$ cat src/rtl/inst_fetch_queue_pkg.sv
// Shared CPU constants and the fetch-stage state encoding.
package cpu_pkg;
   localparam int                INST_W   = 32;
   localparam int                PC_W     = 64;
   localparam logic [PC_W-1:0]   RESET_PC = '0;
   localparam logic [INST_W-1:0] NOP_INST = 32'd0;

   typedef enum logic [1:0] {
      FS_BOOT   = 2'd0,
      FS_RUN    = 2'd1,
      FS_HALTED = 2'd2
   } fetch_state_e;
endpackage

$ cat src/rtl/inst_fetch_queue_if.sv
// Fetch-stage bus: instruction-memory request/response, redirect/halt control and decode handshake.
interface inst_fetch_queue_if #(
   parameter int PC_W   = cpu_pkg::PC_W,
   parameter int INST_W = cpu_pkg::INST_W
);
   logic              imem_req_valid;
   logic [PC_W-1:0]   imem_req_addr;
   logic              imem_req_ready;
   logic              imem_rsp_valid;
   logic [INST_W-1:0] imem_rsp_data;
   logic              redirect_valid;
   logic [PC_W-1:0]   redirect_pc;
   logic              hlt;
   logic              if_valid;
   logic [INST_W-1:0] if_inst;
   logic [PC_W-1:0]   if_pc;
   logic [PC_W-1:0]   if_pc_inc;
   logic              id_ready;

   // master is the fetch unit, slave is the memory/decode environment
   modport master (
      output imem_req_valid, imem_req_addr, if_valid, if_inst, if_pc, if_pc_inc,
      input  imem_req_ready, imem_rsp_valid, imem_rsp_data, redirect_valid, redirect_pc, hlt, id_ready
   );
   modport slave (
      input  imem_req_valid, imem_req_addr, if_valid, if_inst, if_pc, if_pc_inc,
      output imem_req_ready, imem_rsp_valid, imem_rsp_data, redirect_valid, redirect_pc, hlt, id_ready
   );
endinterface

$ cat src/rtl/inst_fetch_queue_inst_queue.sv
// In-order {pc, inst} FIFO with flush and a combinational head read.
module inst_queue #(
   parameter int DEPTH  = 4,
   parameter int PC_W   = cpu_pkg::PC_W,
   parameter int INST_W = cpu_pkg::INST_W
) (
   input  logic                     clk,
   input  logic                     rst_n,
   input  logic                     push,
   input  logic [PC_W-1:0]          push_pc,
   input  logic [INST_W-1:0]        push_inst,
   input  logic                     pop,
   input  logic                     flush,
   output logic [PC_W-1:0]          head_pc,
   output logic [INST_W-1:0]        head_inst,
   output logic [$clog2(DEPTH):0]   count
);
   localparam int          AW     = $clog2(DEPTH);
   localparam logic [AW:0] FULL_C = (AW+1)'(DEPTH);

   logic [PC_W-1:0]   pc_mem   [DEPTH];
   logic [INST_W-1:0] inst_mem [DEPTH];
   logic [AW-1:0]     wr_ptr;
   logic [AW-1:0]     rd_ptr;
   logic              do_push;
   logic              do_pop;

   assign do_pop  = pop && (count != '0) && !flush;
   assign do_push = push && !flush && ((count != FULL_C) || do_pop);

   always_ff @(posedge clk or negedge rst_n) begin
      if (!rst_n) begin
         wr_ptr <= '0;
         rd_ptr <= '0;
         count  <= '0;
      end else if (flush) begin
         wr_ptr <= '0;
         rd_ptr <= '0;
         count  <= '0;
      end else begin
         if (do_push) wr_ptr <= wr_ptr + 1'b1;
         if (do_pop)  rd_ptr <= rd_ptr + 1'b1;
         if (do_push && !do_pop)      count <= count + 1'b1;
         else if (do_pop && !do_push) count <= count - 1'b1;
      end
   end

   // Storage carries no reset; the head is only observed while count is non-zero.
   always_ff @(posedge clk) begin
      if (do_push) begin
         pc_mem[wr_ptr]   <= push_pc;
         inst_mem[wr_ptr] <= push_inst;
      end
   end

   assign head_pc   = pc_mem[rd_ptr];
   assign head_inst = inst_mem[rd_ptr];
endmodule

$ cat src/rtl/inst_fetch_queue.sv
// Instruction fetch stage: issues sequential fetches, queues returned instructions for decode,
// flushes on redirect and stops for good on halt.
module inst_fetch_queue import cpu_pkg::*; #(
   parameter int              DEPTH    = 4,
   parameter int              PC_W     = cpu_pkg::PC_W,
   parameter int              INST_W   = cpu_pkg::INST_W,
   parameter logic [PC_W-1:0] RESET_PC = PC_W'(cpu_pkg::RESET_PC)
) (
   input logic                clk,
   input logic                rst_n,
   inst_fetch_queue_if.master bus
);
   localparam int          CW      = $clog2(DEPTH) + 1;
   // Stale responses can pile up across back-to-back redirects, so give them headroom.
   localparam int          SW      = CW + 4;
   localparam logic [CW-1:0] DEPTH_C = CW'(DEPTH);

   fetch_state_e      state;
   logic [PC_W-1:0]   fetch_pc;
   logic [PC_W-1:0]   rsp_pc;
   logic [CW-1:0]     live;
   logic [CW-1:0]     count;
   logic [SW-1:0]     stale;
   logic [SW-1:0]     stale_flush;
   logic [PC_W-1:0]   head_pc;
   logic [INST_W-1:0] head_inst;
   logic              run;
   logic              redir;
   logic              accept;
   logic              rsp_stale;
   logic              rsp_live;
   logic              push;
   logic              pop;

   assign run       = (state == FS_RUN);
   assign redir     = run && bus.redirect_valid && !bus.hlt;
   assign accept    = bus.imem_req_valid && bus.imem_req_ready;
   assign rsp_stale = bus.imem_rsp_valid && (stale != '0);
   assign rsp_live  = bus.imem_rsp_valid && (stale == '0) && (live != '0);
   assign push      = rsp_live && run && !redir;
   assign pop       = bus.if_valid && bus.id_ready && !redir;

   // Everything still in flight at a redirect becomes stale, minus the response consumed now.
   assign stale_flush = stale + SW'(live) - SW'(rsp_stale || rsp_live);

   assign bus.imem_req_valid = run && !bus.redirect_valid && ((live + count) < DEPTH_C);
   assign bus.imem_req_addr  = fetch_pc;
   assign bus.if_valid       = run && (count != '0);
   assign bus.if_inst        = bus.if_valid ? head_inst : INST_W'(NOP_INST);
   assign bus.if_pc          = bus.if_valid ? head_pc : '0;
   assign bus.if_pc_inc      = bus.if_valid ? head_pc + 1'b1 : '0;

   inst_queue #(
      .DEPTH  (DEPTH),
      .PC_W   (PC_W),
      .INST_W (INST_W)
   ) u_queue (
      .clk       (clk),
      .rst_n     (rst_n),
      .push      (push),
      .push_pc   (rsp_pc),
      .push_inst (bus.imem_rsp_data),
      .pop       (pop),
      .flush     (redir),
      .head_pc   (head_pc),
      .head_inst (head_inst),
      .count     (count)
   );

   always_ff @(posedge clk or negedge rst_n) begin
      if (!rst_n) begin
         state    <= FS_BOOT;
         fetch_pc <= RESET_PC;
         rsp_pc   <= RESET_PC;
         live     <= '0;
         stale    <= '0;
      end else begin
         case (state)
            FS_BOOT: state <= FS_RUN;
            FS_RUN:  if (bus.hlt) state <= FS_HALTED;
            default: state <= state;
         endcase

         if (redir) begin
            live     <= '0;
            stale    <= stale_flush;
            fetch_pc <= bus.redirect_pc;
            rsp_pc   <= bus.redirect_pc;
         end else begin
            if (accept)    fetch_pc <= fetch_pc + 1'b1;
            if (push)      rsp_pc   <= rsp_pc + 1'b1;
            if (rsp_stale) stale    <= stale - 1'b1;
            if (accept && !rsp_live)      live <= live + 1'b1;
            else if (!accept && rsp_live) live <= live - 1'b1;
         end
      end
   end

   a_rsp_orphan: assert property (@(posedge clk) disable iff (!rst_n)
      !(bus.imem_rsp_valid && (live == '0) && (stale == '0)));
endmodule

$ cat src/flat_wrapper.sv
// flat-port wrapper written by rule: the top's interface ports become plain ports
module inst_fetch_queue_flat import cpu_pkg::*;
#(
   parameter int              DEPTH    = 4,
   parameter int              PC_W     = cpu_pkg::PC_W,
   parameter int              INST_W   = cpu_pkg::INST_W,
   parameter logic [PC_W-1:0] RESET_PC = PC_W'(cpu_pkg::RESET_PC)
)
  (clk, rst_n, bus_imem_req_valid, bus_imem_req_addr, bus_if_valid, bus_if_inst, bus_if_pc, bus_if_pc_inc, bus_imem_req_ready, bus_imem_rsp_valid, bus_imem_rsp_data, bus_redirect_valid, bus_redirect_pc, bus_hlt, bus_id_ready);
  inst_fetch_queue_if #(.PC_W(PC_W), .INST_W(INST_W)) bus_i ();
  input logic clk;
  input logic rst_n;
  output wire logic [$bits(bus_i.imem_req_valid)-1:0] bus_imem_req_valid;
  output wire logic [$bits(bus_i.imem_req_addr)-1:0] bus_imem_req_addr;
  output wire logic [$bits(bus_i.if_valid)-1:0] bus_if_valid;
  output wire logic [$bits(bus_i.if_inst)-1:0] bus_if_inst;
  output wire logic [$bits(bus_i.if_pc)-1:0] bus_if_pc;
  output wire logic [$bits(bus_i.if_pc_inc)-1:0] bus_if_pc_inc;
  input wire logic [$bits(bus_i.imem_req_ready)-1:0] bus_imem_req_ready;
  input wire logic [$bits(bus_i.imem_rsp_valid)-1:0] bus_imem_rsp_valid;
  input wire logic [$bits(bus_i.imem_rsp_data)-1:0] bus_imem_rsp_data;
  input wire logic [$bits(bus_i.redirect_valid)-1:0] bus_redirect_valid;
  input wire logic [$bits(bus_i.redirect_pc)-1:0] bus_redirect_pc;
  input wire logic [$bits(bus_i.hlt)-1:0] bus_hlt;
  input wire logic [$bits(bus_i.id_ready)-1:0] bus_id_ready;
  assign bus_imem_req_valid = bus_i.imem_req_valid;
  assign bus_imem_req_addr = bus_i.imem_req_addr;
  assign bus_if_valid = bus_i.if_valid;
  assign bus_if_inst = bus_i.if_inst;
  assign bus_if_pc = bus_i.if_pc;
  assign bus_if_pc_inc = bus_i.if_pc_inc;
  assign bus_i.imem_req_ready = bus_imem_req_ready;
  assign bus_i.imem_rsp_valid = bus_imem_rsp_valid;
  assign bus_i.imem_rsp_data = bus_imem_rsp_data;
  assign bus_i.redirect_valid = bus_redirect_valid;
  assign bus_i.redirect_pc = bus_redirect_pc;
  assign bus_i.hlt = bus_hlt;
  assign bus_i.id_ready = bus_id_ready;
  inst_fetch_queue #(.DEPTH(DEPTH), .PC_W(PC_W), .INST_W(INST_W), .RESET_PC(RESET_PC)) u_core (.clk(clk), .rst_n(rst_n), .bus(bus_i));
endmodule
$ cat config.mk
export PLATFORM = sky130hd
export DESIGN_NAME = inst_fetch_queue_flat
export DESIGN_NICKNAME = d
export VERILOG_FILES = /design/src/rtl/inst_fetch_queue_pkg.sv /design/src/rtl/inst_fetch_queue_if.sv /design/src/rtl/inst_fetch_queue_inst_queue.sv /design/src/rtl/inst_fetch_queue.sv /design/src/flat_wrapper.sv
export SDC_FILE = /design/constraint.sdc
export NUM_CORES = 1
export LEC_CHECK = 0
export CORE_ASPECT_RATIO = 1.5
export CORE_MARGIN = 2
export CORE_UTILIZATION = 45
export DETAILED_ROUTE_END_ITERATION = 10
export GPL_ROUTABILITY_DRIVEN = 0
export PLACE_DENSITY = 0.74
export SLEW_MARGIN = 20
export SYNTH_ARGS = -nofsm -noshare
export SYNTH_HDL_FRONTEND = slang
export SYNTH_SLANG_ARGS = --single-unit
$ cat constraint.sdc
create_clock -name clk -period 4.65 [get_ports clk]
set_input_delay 0.93 -clock clk [delete_from_list [all_inputs] [get_ports clk]]
set_output_delay 0.93 -clock clk [all_outputs]
set_load 0.01 [all_outputs]
==> flow_metrics.py <==
metrics = {
    "synthesis": {
        "synthCells": 1808,
        "synth-seq-cells": 531,
        "synth_area_um2": 24600,
        "ys_types": 60,
        "synth_warnings": 0,
        "yosys_most_used_dff": "edfxtp_1",
        "synthArstFlopShare_pct": 27.7,
        "synth-edff-count": 384,
        "avgSynthCellArea_um2": 13.6,
        "synth_nets": 1937,
        "synth_seq_area_share_pct": 61.8,
    },
    "setup_path": {
        "crit_path_end_kind": "primary output",
        "crit_fanout": 16,
        "cp-start-kind": "register",
        "cp_data_required_time_ps": 3720,
        "reg2reg_setup_slack_ps": 710,
        "crit_type": "reg2out",
        "worstPathArrival_ps": 3760,
    },
    "routing": {
        "wl_um": 62400,
        "drc_errors": 0,
        "wl_per_cell_um": 21.4,
        "dr.pass1.iters": 5,
        "ant_nets": 0,
        "vias": 16100,
        "viasPerCell": 5.50,
        "drt_first_iter_violations": 995,
    },
    "finish": {
        "final_layout_size_suffix_gt1_share_pct": 13.8,
        "post-route-cell-area_um2": 31000,
        "antennaDiodeCount": 0,
        "fin_nets": 2310,
        "final_util_pct": 56.9,
        "areaGrowthSynthToFinish_pct": 25.9,
    },
    "floorplan": {
        "die_x_um": 195,
        "dieArea_um2": 56600,
        "initial_utilization_pct": 45.2,
        "die_h_um": 290,
        "ios": 329,
        "core_um2": 54400,
        "rows": 105,
    },
    "job": {
        "maxCapViolCount": 0,
    },
    "clocking": {
        "holdBufCountCts": 0,
        "clk_pin_slew_ps": 60,
        "clk_latency_ps": 580,
        "cts_sinks": 531,
        "cts_buffers": 50,
        "htree_levels": 2,
        "clockRootBuffer": "clkbuf_16",
        "cts_buffer_depth": 3,
        "cts_tree": "built",
    },
    "power_and_ir_drop": {
        "ir_worst_vdd_mv": 0.239,
        "power_density_nw_per_um2": 374,
        "p_leak_uw": 0.0109,
    },
    "status": {
        "failed_checks": "negative setup slack",
        "status": "finished with violations",
    },
    "place": {
        "dpl-instance-area_um2": 28800,
        "pre_cts_slack_ps": 56.7,
        "portBuffers": 328,
        "detailed_place_hpwl_um": 43800,
    },
    "global_routing": {
        "grt_max_degree": 191,
        "grt_pass1_wl_um": 95800,
        "track_usage_pct": 21.8,
        "antenna_found_initial": 0,
        "grt_overflow_total": 0,
        "grt_pass1_vias": 16600,
    },
    "timing": {
        "rsz0062_at_grt": "true",
        "fmax_ghz": 0.213,
        "fin_tns_setup_ps": -141,
        "fin_ws_ps": -43.0,
        "finClkSkew_ps": 10.7,
        "finalCriticalPeriod_ps": 4690,
        "fin_crit_sh_pct": 101,
        "hold_viol_final": 0,
        "setup_viol": 5,
        "slew_viol_final": 0,
        "hold_slack_ps": 427,
        "max_slew.worst_pin.slew_ps": 1030,
        "relSlewSlack_pct": 31.7,
    },
    "hold_path": {
        "hp-class": "in2async",
    },
}
==> area by class of cell <==
cell class | count | area (um2)
inverter | 46 | 173
fill | 4258 | 23400
clock inverter | 28 | 338
timing repair buffer | 400 | 4040
sequential | 531 | 15200
clock buffer | 65 | 1420
tap | 695 | 870
multi-input combinational | 1152 | 8920
==> worst paths after layout <==
kind	startpoint	to	depth (start not counted)
setup / recovery	u_core.u_queue.rd_ptr[0]	bus_if_pc_inc[29]	9
hold / removal	rst_n	u_core.bus.imem_req_addr[10]	1
setup reg to reg	u_core.stale[0]	u_core.stale[6]	16
hold reg to reg	u_core.stale[6]	u_core.stale[6]	1
max in group asynchronous	rst_n	u_core.bus.imem_req_addr[50]	2
min in group clk	u_core.stale[6]	u_core.stale[6]	1
==> logic make-up (layout without fill, tap and decap cells) <==
logic type,count (synthesis),in the layout,share of synthesized area (%)
muxes,104,104,9.26
adders and majority gates,26,26,1.41
xor gates and xnor gates,197,197,7.01
buffers and inverters,126,539,2.62
DFF,531,531,61.8
and+or+nand+nor,656,657,14.3
AOI/OAI and AO/OA,168,168,3.58
==> critical path: stages, from the launching register on <==
cell and delay (ps):
dfrtp_4 570, buf_6 220, mux4_2 410, nand4_1 230, or4_4 600, nor2b_2 180
nand4_1 130, xor2_1 150, nor2_1 120, clkdlybuf4s50_1 560
==> synthesized netlist by cell type, types with 13 or more instances <==
master      n  area share (%)
edfxtp_1  384              47
nor2_1    197             3.0
dfrtp_1   147              15
a21oi_1   135             2.7
xnor2_1   100             3.6
and2_1     98             2.5
xor2_1     97             3.5
nand2_1    94             1.4
mux4_2     79             7.2
nand3_1    74             1.5
clkbuf_1   57            0.87
inv_1      46            0.70
nand4_1    44             1.1
nor3_1     34            0.69
and3_1     29            0.74
ha_1       23             1.2
o21ai_0    20            0.41
mux4_1     15             1.6
or3_1      14            0.36
and4_1     13            0.46
==> power by group <==
group          internal (uW)  switching, uW
clock network           2560           1790
logic                    737            635
registers               5430            422
==> through the flow <==
stage	power (uW)	std cells
finish	11600	2917
floorplan	6660	1808
global placement	7200	2793
global route	12000	2917
CTS	11700	2900
detailed placement	7290	2793
==> layer usage <==
metal,global-route usage [%],share of wire (%),vias up
met2,37.2,50,559
met1,28.4,40,7976
met4,8.30,3.6,0
met5,0,0,-
li1,-,-,7387
met3,3.08,5.5,129
==> sequential cells by signal (all words and copies together) (netlist names) <==
register,count
u_core.bus.imem_req_addr,64
u_core.live,3
u_core.rsp_pc,64
u_core.stale,7
u_core.state,2
u_core.u_queue.count,3
u_core.u_queue.inst_mem,128
u_core.u_queue.pc_mem,256
u_core.u_queue.rd_ptr,2
u_core.u_queue.wr_ptr,2
==> placed cells by master, fill, tap and decap left out, types with 15 or more instances in the layout <==
cell type / count
a21oi_1: 134
mux4_2: 86
ha_1: 22
clkbuf_16: 54
xnor2_1: 100
buf_4: 52
dfrtp_1: 145
nor2_1: 195
nand3_1: 73
and3_1: 29
nor3_1: 24
edfxtp_1: 384
buf_12: 15
o21ai_0: 20
nand2_1: 93
xor2_1: 97
nand4_1: 44
inv_1: 45
and2_1: 94
clkdlybuf4s50_1: 307
==> timing repair <==
action,in CTS,in global routing
setup endpoints to repair,44,32
gates resized for setup,38,29
buffers inserted,14,16
pin swaps,5,8
gates cloned,0,1
(Power assumes the default switching activity.)
